### src/rtl/wisc_pkg.sv
// Shared definitions for the 16-bit WISC pipeline: opcodes, NOP encoding, fetch FSM states.
package wisc_pkg;

   localparam logic [3:0]  HLT_OPCODE = 4'hF;
   localparam logic [15:0] NOP_ENC    = 16'h0000;

   typedef enum logic [2:0] {
      S_FETCH = 3'd0,
      S_WAIT  = 3'd1,
      S_HOLD  = 3'd2,
      S_DROP  = 3'd3,
      S_HALT  = 3'd4
   } fetch_state_t;

   function automatic logic is_hlt(input logic [15:0] instr);
      return instr[15:12] == HLT_OPCODE;
   endfunction

endpackage

### src/rtl/fetch_unit_cla.sv
// 16-bit carry-lookahead adder/subtractor: four 4-bit lookahead groups with lookahead group carries.
module CLA_16b (
   input  logic [15:0] i_a,
   input  logic [15:0] i_b,
   input  logic        i_sub,
   output logic [15:0] o_sum
);

   logic [15:0] w_b;
   logic [15:0] w_g;
   logic [15:0] w_p;
   logic [15:0] w_c;
   logic [3:0]  w_gc;

   function automatic logic grp_gen(input logic [3:0] g, input logic [3:0] p);
      return g[3] | (p[3] & g[2]) | (p[3] & p[2] & g[1]) | (p[3] & p[2] & p[1] & g[0]);
   endfunction

   function automatic logic [3:0] grp_carries(input logic [3:0] g, input logic [3:0] p,
                                              input logic cin);
      logic [3:0] c;
      c[0] = cin;
      c[1] = g[0] | (p[0] & cin);
      c[2] = g[1] | (p[1] & g[0]) | (p[1] & p[0] & cin);
      c[3] = g[2] | (p[2] & g[1]) | (p[2] & p[1] & g[0]) | (p[2] & p[1] & p[0] & cin);
      return c;
   endfunction

   always_comb begin
      w_b     = i_b ^ {16{i_sub}};
      w_g     = i_a & w_b;
      w_p     = i_a ^ w_b;
      w_gc    = '0;
      w_gc[0] = i_sub;
      for (int unsigned grp = 0; grp < 3; grp++) begin
         w_gc[grp+1] = grp_gen(w_g[grp*4 +: 4], w_p[grp*4 +: 4])
                     | (&w_p[grp*4 +: 4] & w_gc[grp]);
      end
      for (int unsigned grp = 0; grp < 4; grp++) begin
         w_c[grp*4 +: 4] = grp_carries(w_g[grp*4 +: 4], w_p[grp*4 +: 4], w_gc[grp]);
      end
   end

   assign o_sum = w_p ^ w_c;

endmodule

### src/rtl/fetch_unit.sv
// Instruction-fetch stage: PC register, single-outstanding fetch FSM, stall skid and IF/ID register.
module fetch_unit
   import wisc_pkg::*;
#(
   parameter logic [15:0] RESET_PC  = 16'h0000,
   parameter logic [15:0] NOP_INSTR = NOP_ENC
) (
   input  logic        clk,
   input  logic        rst,
   input  logic        stall,
   input  logic        redirect_valid,
   input  logic [15:0] redirect_pc,
   output logic        imem_req,
   output logic [15:0] imem_addr,
   input  logic        imem_rdy,
   input  logic [15:0] imem_data,
   output logic        if_valid,
   output logic [15:0] if_instr,
   output logic [15:0] if_pc,
   output logic [15:0] if_pc_plus2,
   output logic        halted
);

   fetch_state_t r_state;
   fetch_state_t w_state_nx;
   logic [15:0]  r_pc;
   logic [15:0]  w_pc_nx;
   logic [15:0]  w_pc_plus2;
   logic [15:0]  r_skid;
   logic         w_skid_load;
   logic         w_ifid_load;
   logic [15:0]  w_ifid_instr;
   logic         r_if_valid;
   logic [15:0]  r_if_instr;
   logic [15:0]  r_if_pc;
   logic [15:0]  r_if_pc_plus2;

   CLA_16b u_pc_add (
      .i_a   (r_pc),
      .i_b   (16'h0002),
      .i_sub (1'b0),
      .o_sum (w_pc_plus2)
   );

   always_ff @(posedge clk) begin
      if (rst) begin
         r_state       <= S_FETCH;
         r_pc          <= RESET_PC;
         r_skid        <= NOP_INSTR;
         r_if_valid    <= 1'b0;
         r_if_instr    <= NOP_INSTR;
         r_if_pc       <= '0;
         r_if_pc_plus2 <= '0;
      end else begin
         r_state <= w_state_nx;
         r_pc    <= w_pc_nx;
         if (w_skid_load) r_skid <= imem_data;
         if (redirect_valid) begin
            r_if_valid <= 1'b0;
            r_if_instr <= NOP_INSTR;
         end else if (w_ifid_load) begin
            r_if_valid    <= 1'b1;
            r_if_instr    <= w_ifid_instr;
            r_if_pc       <= r_pc;
            r_if_pc_plus2 <= w_pc_plus2;
         end else if (!stall) begin
            r_if_valid <= 1'b0;
            r_if_instr <= NOP_INSTR;
         end
      end
   end

   // pc only advances when the fetched word is consumed; a HLT leaves pc pointing at itself.
   always_comb begin
      w_state_nx   = r_state;
      w_pc_nx      = r_pc;
      w_skid_load  = 1'b0;
      w_ifid_load  = 1'b0;
      w_ifid_instr = imem_data;
      unique case (r_state)
         S_FETCH: begin
            if (redirect_valid) w_pc_nx = redirect_pc;
            else                w_state_nx = S_WAIT;
         end
         S_WAIT: begin
            if (redirect_valid) begin
               w_pc_nx    = redirect_pc;
               w_state_nx = imem_rdy ? S_FETCH : S_DROP;
            end else if (imem_rdy && stall) begin
               w_skid_load = 1'b1;
               w_state_nx  = S_HOLD;
            end else if (imem_rdy) begin
               w_ifid_load = 1'b1;
               if (is_hlt(imem_data)) begin
                  w_state_nx = S_HALT;
               end else begin
                  w_pc_nx    = w_pc_plus2;
                  w_state_nx = S_FETCH;
               end
            end
         end
         S_HOLD: begin
            w_ifid_instr = r_skid;
            if (redirect_valid) begin
               w_pc_nx    = redirect_pc;
               w_state_nx = S_FETCH;
            end else if (!stall) begin
               w_ifid_load = 1'b1;
               if (is_hlt(r_skid)) begin
                  w_state_nx = S_HALT;
               end else begin
                  w_pc_nx    = w_pc_plus2;
                  w_state_nx = S_FETCH;
               end
            end
         end
         S_DROP: begin
            if (redirect_valid) w_pc_nx = redirect_pc;
            if (imem_rdy)       w_state_nx = S_FETCH;
         end
         S_HALT: begin
            if (redirect_valid) begin
               w_pc_nx    = redirect_pc;
               w_state_nx = S_FETCH;
            end
         end
         default: w_state_nx = S_FETCH;
      endcase
   end

   // A redirect in FETCH retargets pc instead of issuing, so no stale response is ever owed.
   assign imem_req    = (r_state == S_FETCH) && !rst && !redirect_valid;
   assign imem_addr   = r_pc;
   assign halted      = (r_state == S_HALT);
   assign if_valid    = r_if_valid;
   assign if_instr    = r_if_instr;
   assign if_pc       = r_if_pc;
   assign if_pc_plus2 = r_if_pc_plus2;

endmodule

### config.mk
export PLATFORM = sky130hd
export DESIGN_NAME = fetch_unit
export DESIGN_NICKNAME = d
export VERILOG_FILES = /design/src/rtl/wisc_pkg.sv /design/src/rtl/fetch_unit_cla.sv /design/src/rtl/fetch_unit.sv
export SDC_FILE = /design/constraint.sdc
export NUM_CORES = 1
export LEC_CHECK = 0
export ABC_AREA = 1
export BUFFER_PORTS_ARGS = -buffer_cell sky130_fd_sc_hd__buf_2
export CAP_MARGIN = 10
export CORE_MARGIN = 2
export CORE_UTILIZATION = 50
export DETAILED_ROUTE_END_ITERATION = 12
export HOLD_SLACK_MARGIN = 0.15
export PLACE_DENSITY_LB_ADDON = 0.1
export SYNTH_ARGS = -nofsm -noshare
export SYNTH_HDL_FRONTEND = slang
export SYNTH_SLANG_ARGS = --single-unit
### constraint.sdc
create_clock -name clk -period 1.9 [get_ports clk]
set_clock_uncertainty 0.15 [all_clocks]
set_input_delay 0.475 -clock clk [delete_from_list [all_inputs] [get_ports clk]]
set_output_delay 0.475 -clock clk [all_outputs]
set_load 0.01 [all_outputs]
==> results of run 1 <==
[worst paths after layout]
check | startpoint | to | cells after the start
setup / recovery | r_state[0] | halted | 4
hold / removal | rst | if_valid | 4
setup reg to reg | r_state[0] | imem_addr[14] | 10
hold reg to reg | if_instr[13] | if_instr[13] | 2
[cell usage after synthesis]
master	n
nand2_1	161
nor2_1	97
dfxtp_1	83
o21ai_0	44
a21oi_1	43
inv_1	32
nand3_1	15
clkbuf_1	13
buf_2	11
o21ai_1	11
nand4_1	8
nand3b_1	7
inv_2	5
xor2_1	4
ha_1	3
nor2_2	3
buf_4	2
buf_6	2
clkinv_1	2
nand2_2	2
nor2_4	2
o211ai_1	2
a31oi_1	1
clkinv_2	1
nand2_4	1
nand3_2	1
nor3_1	1
nor3_2	1
o31ai_1	1
[power groups by stage]
stage / combinational, mW / clock, mW / sequential (mW)
floorplan: 0.508 / 0 / 2.02
global placement: 0.867 / 0 / 1.97
detailed placement: 0.878 / 0 / 1.98
CTS: 0.887 / 1.69 / 1.94
global route: 0.994 / 1.76 / 1.96
finish: 0.883 / 1.66 / 1.94
[layout make-up]
| class | count | area, sq um |
|---|---|---|
| fill | 709 | 2535 |
| multi-input combinational | 408 | 1833 |
| sequential | 83 | 1663 |
| timing repair buffer | 127 | 720.7 |
| inverter | 40 | 151.4 |
| clock inverter | 6 | 137.6 |
| clock buffer | 10 | 127.6 |
| tap | 99 | 123.9 |
[state kept, by name, indices dropped and copies added (netlist names)]
register / flops
if_instr: 16
if_pc: 16
imem_addr: 16
r_skid: 16
if_pc_plus2: 15
r_state: 3
if_valid: 1
[worst register-to-register path, cell delays in order (launching register included)]
cell	delay [ps]
dfxtp_1	480
nor2_2	90
nand2_1	100
inv_2	50
nand2_2	60
nor2_2	50
nor2_4	150
buf_4	220
nand3_1	130
nor2_1	130
nor2_1	40
[routing by layer]
layer,share of wire,vias to the layer above
li1,-,2002
met5,0,-
met2,0.50,104
met4,0.0099,0
met1,0.44,1702
met3,0.052,6
[what timing repair did]
item,CTS,global route
setup buffers,0,0
resized for setup,3,1
hold buffers,0,0
endpoints found under the setup margin,1,2
[kinds of logic after synthesis]
| kind of cell | synth area share |
|---|---|
| compound gates | 0.1373 |
| buf+inv | 0.07741 |
| fa+ha+maj | 0.009925 |
| xor+xnor | 0.009261 |
| flops | 0.4393 |
| simple gates | 0.3268 |
[through the flow]
step,utilization,TNS (ps),setup WS [ps],cell area [sq um]
2_1_floorplan,-,0,92.40,3782
3_3_place_gp,0.6151,0,81.09,4486
3_5_place_dp,0.6151,0,3.410,4486
4_1_cts,0.6524,0,32.90,4757
5_1_grt,0.6524,-18.85,-18.85,4757
6_report,0.6524,0,46.38,4757
==> flow_metrics.py, run 1 <==
metrics = {
    "power": {
        "seqPwrFrac": 0.433,
        "combinationalPowerShare": 0.197,
        "p_leak_nw": 2.438,
        "p_switching_mw": 1.272,
        "clkPwrFrac": 0.370,
        "peakVddDrop_uv": 469.7,
        "p_int_mw": 3.209,
        "swShare": 0.2839,
        "power_mw": 4.481,
        "p_per_area_mw_per_mm2": 941.9,
    },
    "cts": {
        "clk_path_buf_depth": 2,
        "insertion_delay_ps": 350,
        "cts_tree": "yes",
        "cts_sinks": 83,
        "htreeDepth": 3,
        "root_buffer": "clkbuf_8",
        "numCtsBuffers": 9,
        "clk_pin_slew_worst_paths_ps": 80,
    },
    "global_route": {
        "use_met3": 0.03817,
        "overflow": 0,
        "grt_max_degree": 63,
        "antenna_found_initial": 0,
        "grt_most_used_layer": "met2",
        "grt_pass1_vias": 3586,
        "track_usage": 0.2326,
        "grt_pass1_wl_um": 15750,
        "grtUsageMet1": 0.2773,
        "use_met2": 0.4142,
    },
    "synth": {
        "yosysTopAreaCellShare": 0.4393,
        "synth_top_area_cell": "dfxtp_1",
        "syn_inst": 559,
        "synth_cell_type_count": 29,
        "syn_nets": 599,
        "seq_area_frac_synth": 0.4393,
        "ys_top_cells_by_area": "dfxtp_1 44%, nand2_1 16%, nor2_1 9.6%, o21ai_0 5.8%, a21oi_1 5.7%",
        "syn-mean-instance-area_sq_um": 6.766,
        "synth_seq_cells": 83,
        "synth_warnings": 0,
        "syn_area_sq_mm": 0.003782,
    },
    "worst_setup_path": {
        "cp_cell_sequence": "nor2_2 -> inv_2 -> nor2_1 -> buf_2",
        "required_ps": 1270,
        "cp_max_fo": 7,
        "startpoint_type": "flop",
        "max_stage_delay_ps": 390,
        "arrival_ps": 1230,
        "cp-end-kind": "output pin",
        "cp_num_buf_inv": 2,
        "critical_path_class": "reg -> out",
        "crit_slowest_cell": "dfxtp_1",
        "path_delay_family": "flip-flops",
        "r2r_slack_ps": 150,
    },
    "timing": {
        "max_slew_margin": 0.6295,
        "rsz0062_at_grt": "true",
        "hold_viol_final": 0,
        "timing.hold.ws_ps": 235.3,
        "setup_violations": 0,
        "period_needed_ps": 1854,
        "slew_viol_final": 0,
        "finalCritPeriodShare": 0.9756,
        "tightest_slew_ps": 555.8,
        "fmaxAchievable_mhz": 539.5,
    },
    "final_layout": {
        "drive_above_1_share": 0.2404,
        "syn2layout_area_growth_pct": 25.77,
        "instances_no_fill": 773,
        "final_cell_mix": "161 x nand2_1, 103 x buf_2, 95 x nor2_1",
        "n_antenna_cell": 0,
        "fin_nets": 709,
        "final_common_cell": "nand2_1",
    },
    "route": {
        "viasPerCell": 4.934,
        "dr.pass1.iters": 4,
        "ant_nets": 0,
        "vias": 3814,
        "wl_per_cell_um": 12.32,
        "drtIter0Drc": 226,
        "wl_um": 9524,
        "drc": 0,
    },
    "job": {
        "max_cap_violations": 0,
    },
    "placed_design": {
        "hpwl_um": 6876,
        "place_congestion": 0.8574,
        "port_buffers": 103,
        "dp.cells": 757,
    },
    "floorplanning": {
        "core.rowCount": 31,
        "die-width_um": 90.98,
        "die_area_sq_mm": 0.008276,
        "dieHeight_um": 90.98,
        "coreArea_sq_mm": 0.007292,
        "pin_count": 104,
        "initial_core_util": 0.5187,
    },
    "status": {
        "outcome": "finished, final reports clean",
    },
    "worst_hold_path": {
        "hp-class": "in -> reg",
    },
}
(Power assumes the default switching activity.)
==> run 2, diff against run 1 <==
--- a/config.mk
+++ b/config.mk
@@ -5,7 +5,6 @@
 export SDC_FILE = /design/constraint.sdc
 export NUM_CORES = 1
 export LEC_CHECK = 0
-export ABC_AREA = 1
 export BUFFER_PORTS_ARGS = -buffer_cell sky130_fd_sc_hd__buf_2
 export CAP_MARGIN = 10
 export CORE_MARGIN = 2
==> flow_metrics.py, run 2 <==
metrics = {
    "cts": {
        "htreeDepth": 3,
        "cts_tree": "yes",
        "numCtsBuffers": 9,
        "cts_sinks": 83,
        "clk_pin_slew_worst_paths_ps": 90,
        "insertion_delay_ps": 370,
        "root_buffer": "clkbuf_8",
        "clk_path_buf_depth": 2,
    },
    "global_route": {
        "grt_pass1_vias": 3743,
        "grt_max_degree": 65,
        "overflow": 0,
        "track_usage": 0.2645,
        "antenna_found_initial": 1,
        "grt_pass1_wl_um": 17700,
    },
    "floorplanning": {
        "dieHeight_um": 90.92,
        "die_area_sq_mm": 0.008266,
        "core.rowCount": 31,
        "initial_core_util": 0.5180,
        "coreArea_sq_mm": 0.007292,
        "pin_count": 104,
        "die-width_um": 90.92,
    },
    "worst_setup_path": {
        "cp_max_fo": 39,
        "critical_path_class": "reg -> reg",
        "path_delay_family": "simple AND/OR/NAND/NOR gates",
        "cp_num_buf_inv": 2,
        "cp_cell_sequence": "nand3b_1 -> buf_4 -> a2111o_1 -> buf_12 -> nor3_2 -> nor3_1",
        "arrival_ps": 2030,
        "required_ps": 1980,
        "startpoint_type": "flop",
        "max_stage_delay_ps": 450,
        "crit_slowest_cell": "a2111o_1",
        "cp-end-kind": "flop",
    },
    "final_layout": {
        "seq_area_sq_mm": 0.001678,
        "fillers": 615,
        "finalCoreUtilization": 0.7289,
        "final_cell_mix": "113 x nand2_1, 102 x buf_2, 74 x dfxtp_1",
        "fin_nets": 676,
        "n_antenna_cell": 0,
        "final_common_cell": "nand2_1",
        "multi_input_area_sq_mm": 0.002090,
        "instances_no_fill": 740,
        "syn2layout_area_growth_pct": 40.71,
        "drive_above_1_share": 0.3900,
    },
    "worst_hold_path": {
        "hp-class": "in -> reg",
    },
    "synth": {
        "yosys-top-cells-count": "115 x nand2_1, 83 x dfxtp_1, 80 x a21oi_1",
        "syn-mean-instance-area_sq_um": 7.853,
        "synth_seq_cells": 83,
        "ys_top_cells_by_area": "dfxtp_1 44%, nand2_1 11%, a21oi_1 11%, nor2_1 4.3%, a211oi_1 3.2%",
        "syn_area_sq_mm": 0.003777,
        "synth_cell_type_count": 50,
        "yosysTopAreaCellShare": 0.4399,
        "yosys_most_used_dff": "dfxtp_1",
        "synth-async-reset-ratio": 0,
        "syn_inst": 481,
        "synth_edf_count": 0,
        "seq_area_frac_synth": 0.4399,
        "synth_top_area_cell": "dfxtp_1",
        "syn_nets": 521,
        "synth_warnings": 0,
        "yosysMostFrequentCell": "nand2_1",
    },
    "route": {
        "viasPerCell": 5.418,
        "ant_nets": 0,
        "dr.pass1.iters": 4,
        "vias": 4009,
        "drc": 0,
        "wl_per_cell_um": 15.30,
        "wl_um": 11320,
        "drtIter0Drc": 196,
    },
    "status": {
        "violations": "setup timing",
        "outcome": "finished, violations left",
    },
    "timing": {
        "tightest_slew_ps": 723.6,
        "layout_setup_ws_ps": -45.38,
        "period_needed_ps": 1945,
        "slew_viol_final": 0,
        "max_slew_margin": 0.5176,
        "rsz0062_at_grt": "true",
        "finalCritPeriodShare": 1.024,
        "setup_violations": 14,
        "hold_viol_final": 0,
        "fmaxAchievable_mhz": 514.0,
    },
    "placed_design": {
        "dp.cells": 712,
        "place_congestion": 0.8647,
        "hpwl_um": 7417,
        "port_buffers": 103,
        "place_ws_ps": -229.5,
    },
    "power": {
        "p_per_area_mw_per_mm2": 725.7,
        "p_leak_nw": 2.315,
        "peakVddDrop_uv": 419.1,
    },
    "job": {
        "max_cap_violations": 0,
    },
}
==> run 2: final cells by class <==
| type | count | area share |
|---|---|---|
| clock inverter | 6 | 0.01365 |
| multi-input combinational | 355 | 0.3931 |
| inverter | 5 | 0.003531 |
| sequential | 83 | 0.3157 |
| tap | 99 | 0.02331 |
| clock buffer | 10 | 0.02589 |
| timing repair buffer | 182 | 0.2248 |
==> run 2: cell families (layout without fill, tap and decap cells) <==
family,count (synthesis),after routing,share of synthesized area
AND/OR/NAND/NOR,202,202,0.2451
AO/OA/AOI/OAI,137,137,0.2246
flip-flops,83,83,0.4399
buffers and inverters,43,203,0.04935
XOR/XNOR,10,10,0.02319
adder cells (fa/ha/maj),3,3,0.009938
multiplexers,3,3,0.007950
==> run 2: report_power, final <==
part           total (mW)  switching, mW  leakage (nW)  internal (mW)
registers            1.84         0.0471         0.677           1.80
clock network        1.35          0.694         0.103          0.655
logic               0.664          0.362          1.53          0.302
==> run 2: timing repair <==
action | in CTS | in global routing
hold buffers | 0 | 0
pin swaps | 3 | 18
buffers inserted | 7 | 4
cloned | 1 | 1
endpoints found under the setup margin | 19 | 54
resized for setup | 15 | 49
==> run 2: metrics by stage <==
| stage | cell area (sq um) | total power [mW] | TNS [ps] | hold WS (ps) |
|---|---|---|---|---|
| detailed placement | 4795 | 2.478 | -3610 | 293.7 |
| CTS | 5144 | 3.836 | -130.2 | 192.7 |
| global route | 5315 | 3.998 | -3276 | 211.1 |
| finish | 5315 | 3.857 | -253.1 | 200.5 |
| global placement | 4795 | 2.468 | -2068 | 291.2 |
| floorplan | 3784 | 2.186 | -18.43 | 286.6 |
==> run 2: path summary, 6_finish.rpt <==
kind | from | endpoint | slack, ps | depth (start not counted)
hold reg to reg | if_pc_plus2[2] | if_pc_plus2[2] | 300 | 2
setup reg to reg | r_state[1] | if_pc_plus2[15] | -50 | 6
setup / recovery | r_state[1] | if_pc_plus2[15] | -50 | 6
hold / removal | imem_data[0] | r_skid[0] | 200 | 3
==> run 2: tightest hold or removal path, stage by stage <==
cell and delay, ps:
buf_2 110, nand2_1 50, a21oi_1 50
==> run 2: per-layer routing <==
metal,share of wire,vias up,global-route usage
li1,-,1986,-
met1,0.41,1888,0.3056
met2,0.52,116,0.4802
met3,0.049,17,0.04591
met4,0.017,2,0.1073
met5,0.0011,-,0
==> run 3, diff against run 2 <==
--- a/config.mk
+++ b/config.mk
@@ -7,8 +7,9 @@
 export LEC_CHECK = 0
 export BUFFER_PORTS_ARGS = -buffer_cell sky130_fd_sc_hd__buf_2
 export CAP_MARGIN = 10
+export CORE_ASPECT_RATIO = 0.6
 export CORE_MARGIN = 2
-export CORE_UTILIZATION = 50
+export CORE_UTILIZATION = 30
 export DETAILED_ROUTE_END_ITERATION = 12
 export HOLD_SLACK_MARGIN = 0.15
 export PLACE_DENSITY_LB_ADDON = 0.1
==> flow_metrics.py, run 3 (synthesized netlist as in run 2, its figures left out) <==
metrics = {
    "route": {
        "drc": 0,
        "ant_nets": 0,
        "drtIter0Drc": 316,
        "wl_per_cell_um": 16.31,
        "dr.pass1.iters": 5,
        "vias": 4023,
        "wl_um": 13130,
        "viasPerCell": 4.998,
    },
    "cts": {
        "numCtsBuffers": 9,
        "root_buffer": "clkbuf_16",
        "cts_tree": "yes",
        "cts_sinks": 83,
        "insertion_delay_ps": 340,
        "cts-hold-fix-buffers": 0,
        "clk_pin_slew_worst_paths_ps": 60,
        "clk_path_buf_depth": 2,
        "htreeDepth": 3,
    },
    "placed_design": {
        "place_congestion": 0.9282,
        "place_ws_ps": -218.2,
        "hpwl_um": 9079,
        "port_buffers": 103,
        "placed_area_sq_mm": 0.004927,
    },
    "power": {
        "p_switching_mw": 1.178,
        "p_per_area_mw_per_mm2": 785.0,
        "peakVddDrop_uv": 445.2,
        "seqPwrFrac": 0.426,
        "clkPwrFrac": 0.415,
        "p_int_mw": 3.177,
        "combinationalPowerShare": 0.160,
        "p_leak_nw": 2.352,
        "swShare": 0.2705,
    },
    "worst_setup_path": {
        "cp_max_fo": 5,
        "worst-r2r-cell-count": 7,
        "arrival_ps": 1300,
        "required_ps": 1270,
        "critical_path_class": "reg -> out",
        "r2r_slack_ps": -10,
        "r2r-start": "r_state[0]",
        "r2r-end": "if_pc[4]",
        "startpoint_type": "flop",
        "cp-end-kind": "output pin",
    },
    "floorplanning": {
        "pin_count": 104,
        "core.rowCount": 31,
        "die_area_sq_mm": 0.01353,
        "dieHeight_um": 90.92,
        "die-width_um": 148.9,
        "coreArea_sq_mm": 0.01218,
        "initial_core_util": 0.3102,
    },
    "timing": {
        "hold_viol_final": 0,
        "finalCritPeriodShare": 1.011,
        "period_needed_ps": 1921,
        "fmaxAchievable_mhz": 520.5,
        "setup_violations": 4,
        "timing.hold.ws_ps": 228.0,
        "layout_setup_ws_ps": -21.17,
        "tightest_slew_ps": 747.4,
        "rsz0062_at_grt": "true",
        "max_slew_margin": 0.5017,
        "slew_viol_final": 0,
    },
    "final_layout": {
        "final_area_sq_mm": 0.005548,
        "final_common_cell": "nand2_1",
        "fin_nets": 675,
        "drive_above_1_share": 0.3875,
        "n_antenna_cell": 0,
        "finalCoreUtilization": 0.4555,
        "syn2layout_area_growth_pct": 46.87,
        "fillers": 1253,
        "final_cell_mix": "107 x nand2_1, 102 x buf_2, 72 x a21oi_1, 72 x dfxtp_1, 64 x buf_4",
    },
    "global_route": {
        "overflow": 0,
        "grt_pass1_vias": 3531,
        "antenna_found_initial": 0,
        "grt_max_degree": 65,
        "track_usage": 0.1882,
        "grt_pass1_wl_um": 19660,
    },
    "worst_hold_path": {
        "hold_start": "imem_data[0]",
        "holdPathStages": 3,
        "hp-class": "in -> reg",
        "worstHoldEndpoint": "r_skid[0]",
    },
    "job": {
        "max_cap_violations": 0,
    },
    "status": {
        "violations": "setup timing",
        "outcome": "finished, violations left",
    },
}
run 3: changes by cell type in the layout (fill, tap and decap cells not counted), sizes merged:
| cell | previous run | this run |
|---|---|---|
| clkinvlp | 1 | 3 |
| buf | 181 | 178 |
| clkinv | 3 | 0 |
| clkbuf | 11 | 14 |
run 3: critical path, cell delays in order (launching register included):
cell and delay, ps:
dfxtp_4 370, buf_4 150, nor2_4 110, buf_6 120
nand2_2 60, inv_2 50, buf_6 90
run 3: through the flow:
| stage | std cells | setup TNS, ps | total power [mW] |
|---|---|---|---|
| 4_1_cts | 795 | -44.32 | 4.338 |
| 3_3_place_gp | 778 | -3281 | 2.510 |
| 5_1_grt | 805 | -1510 | 4.532 |
| 3_5_place_dp | 778 | -5302 | 2.516 |
| 2_1_floorplan | 481 | -18.43 | 2.186 |
| 6_report | 805 | -51.15 | 4.355 |
run 3: cell type report:
class | instances | area (sq um) | share of cell area
multi-input combinational | 355 | 2073 | 0.3737
sequential | 83 | 1680 | 0.3029
timing repair buffer | 181 | 1262 | 0.2276
clock buffer | 11 | 242.7 | 0.04375
tap | 165 | 206.4 | 0.03721
clock inverter | 5 | 61.31 | 0.01105
inverter | 5 | 21.27 | 0.003834
run 3: worst max path at each step:
stage                        from            end  slack, ps  depth (start not counted)
global route        imem_addr[10]  imem_addr[15]       -100                          5
detailed placement  imem_data[14]   imem_addr[1]       -220                          7
global placement    imem_data[14]   imem_addr[1]       -180                          7
floorplan            imem_addr[6]  imem_addr[15]        -20                          5
finish                 r_state[0]         halted        -20                          6
CTS                    r_state[1]         halted        -30                          6
run 3: what timing repair did:
action | CTS | global route
pin swaps | 2 | 12
setup buffers | 2 | 7
hold endpoints to repair | 0 | 0
gates resized for setup | 17 | 43
endpoints found under the setup margin | 64 | 43
cloned | 0 | 3
run 3: per-layer routing:
metal	global-route usage	vias up	wire [um]
li1	-	1987	-
met1	0.2948	1883	6857
met2	0.2415	147	4988
met3	0.05859	6	1187
met4	0.04683	0	97
met5	0	-	0
run 3: power by group through the flow:
stage,logic [mW],registers (mW),clock network [mW]
5_1_grt,0.753,1.86,1.92
3_3_place_gp,0.619,1.89,0
2_1_floorplan,0.264,1.92,0
4_1_cts,0.643,1.85,1.84
6_report,0.695,1.85,1.81
3_5_place_dp,0.626,1.89,0
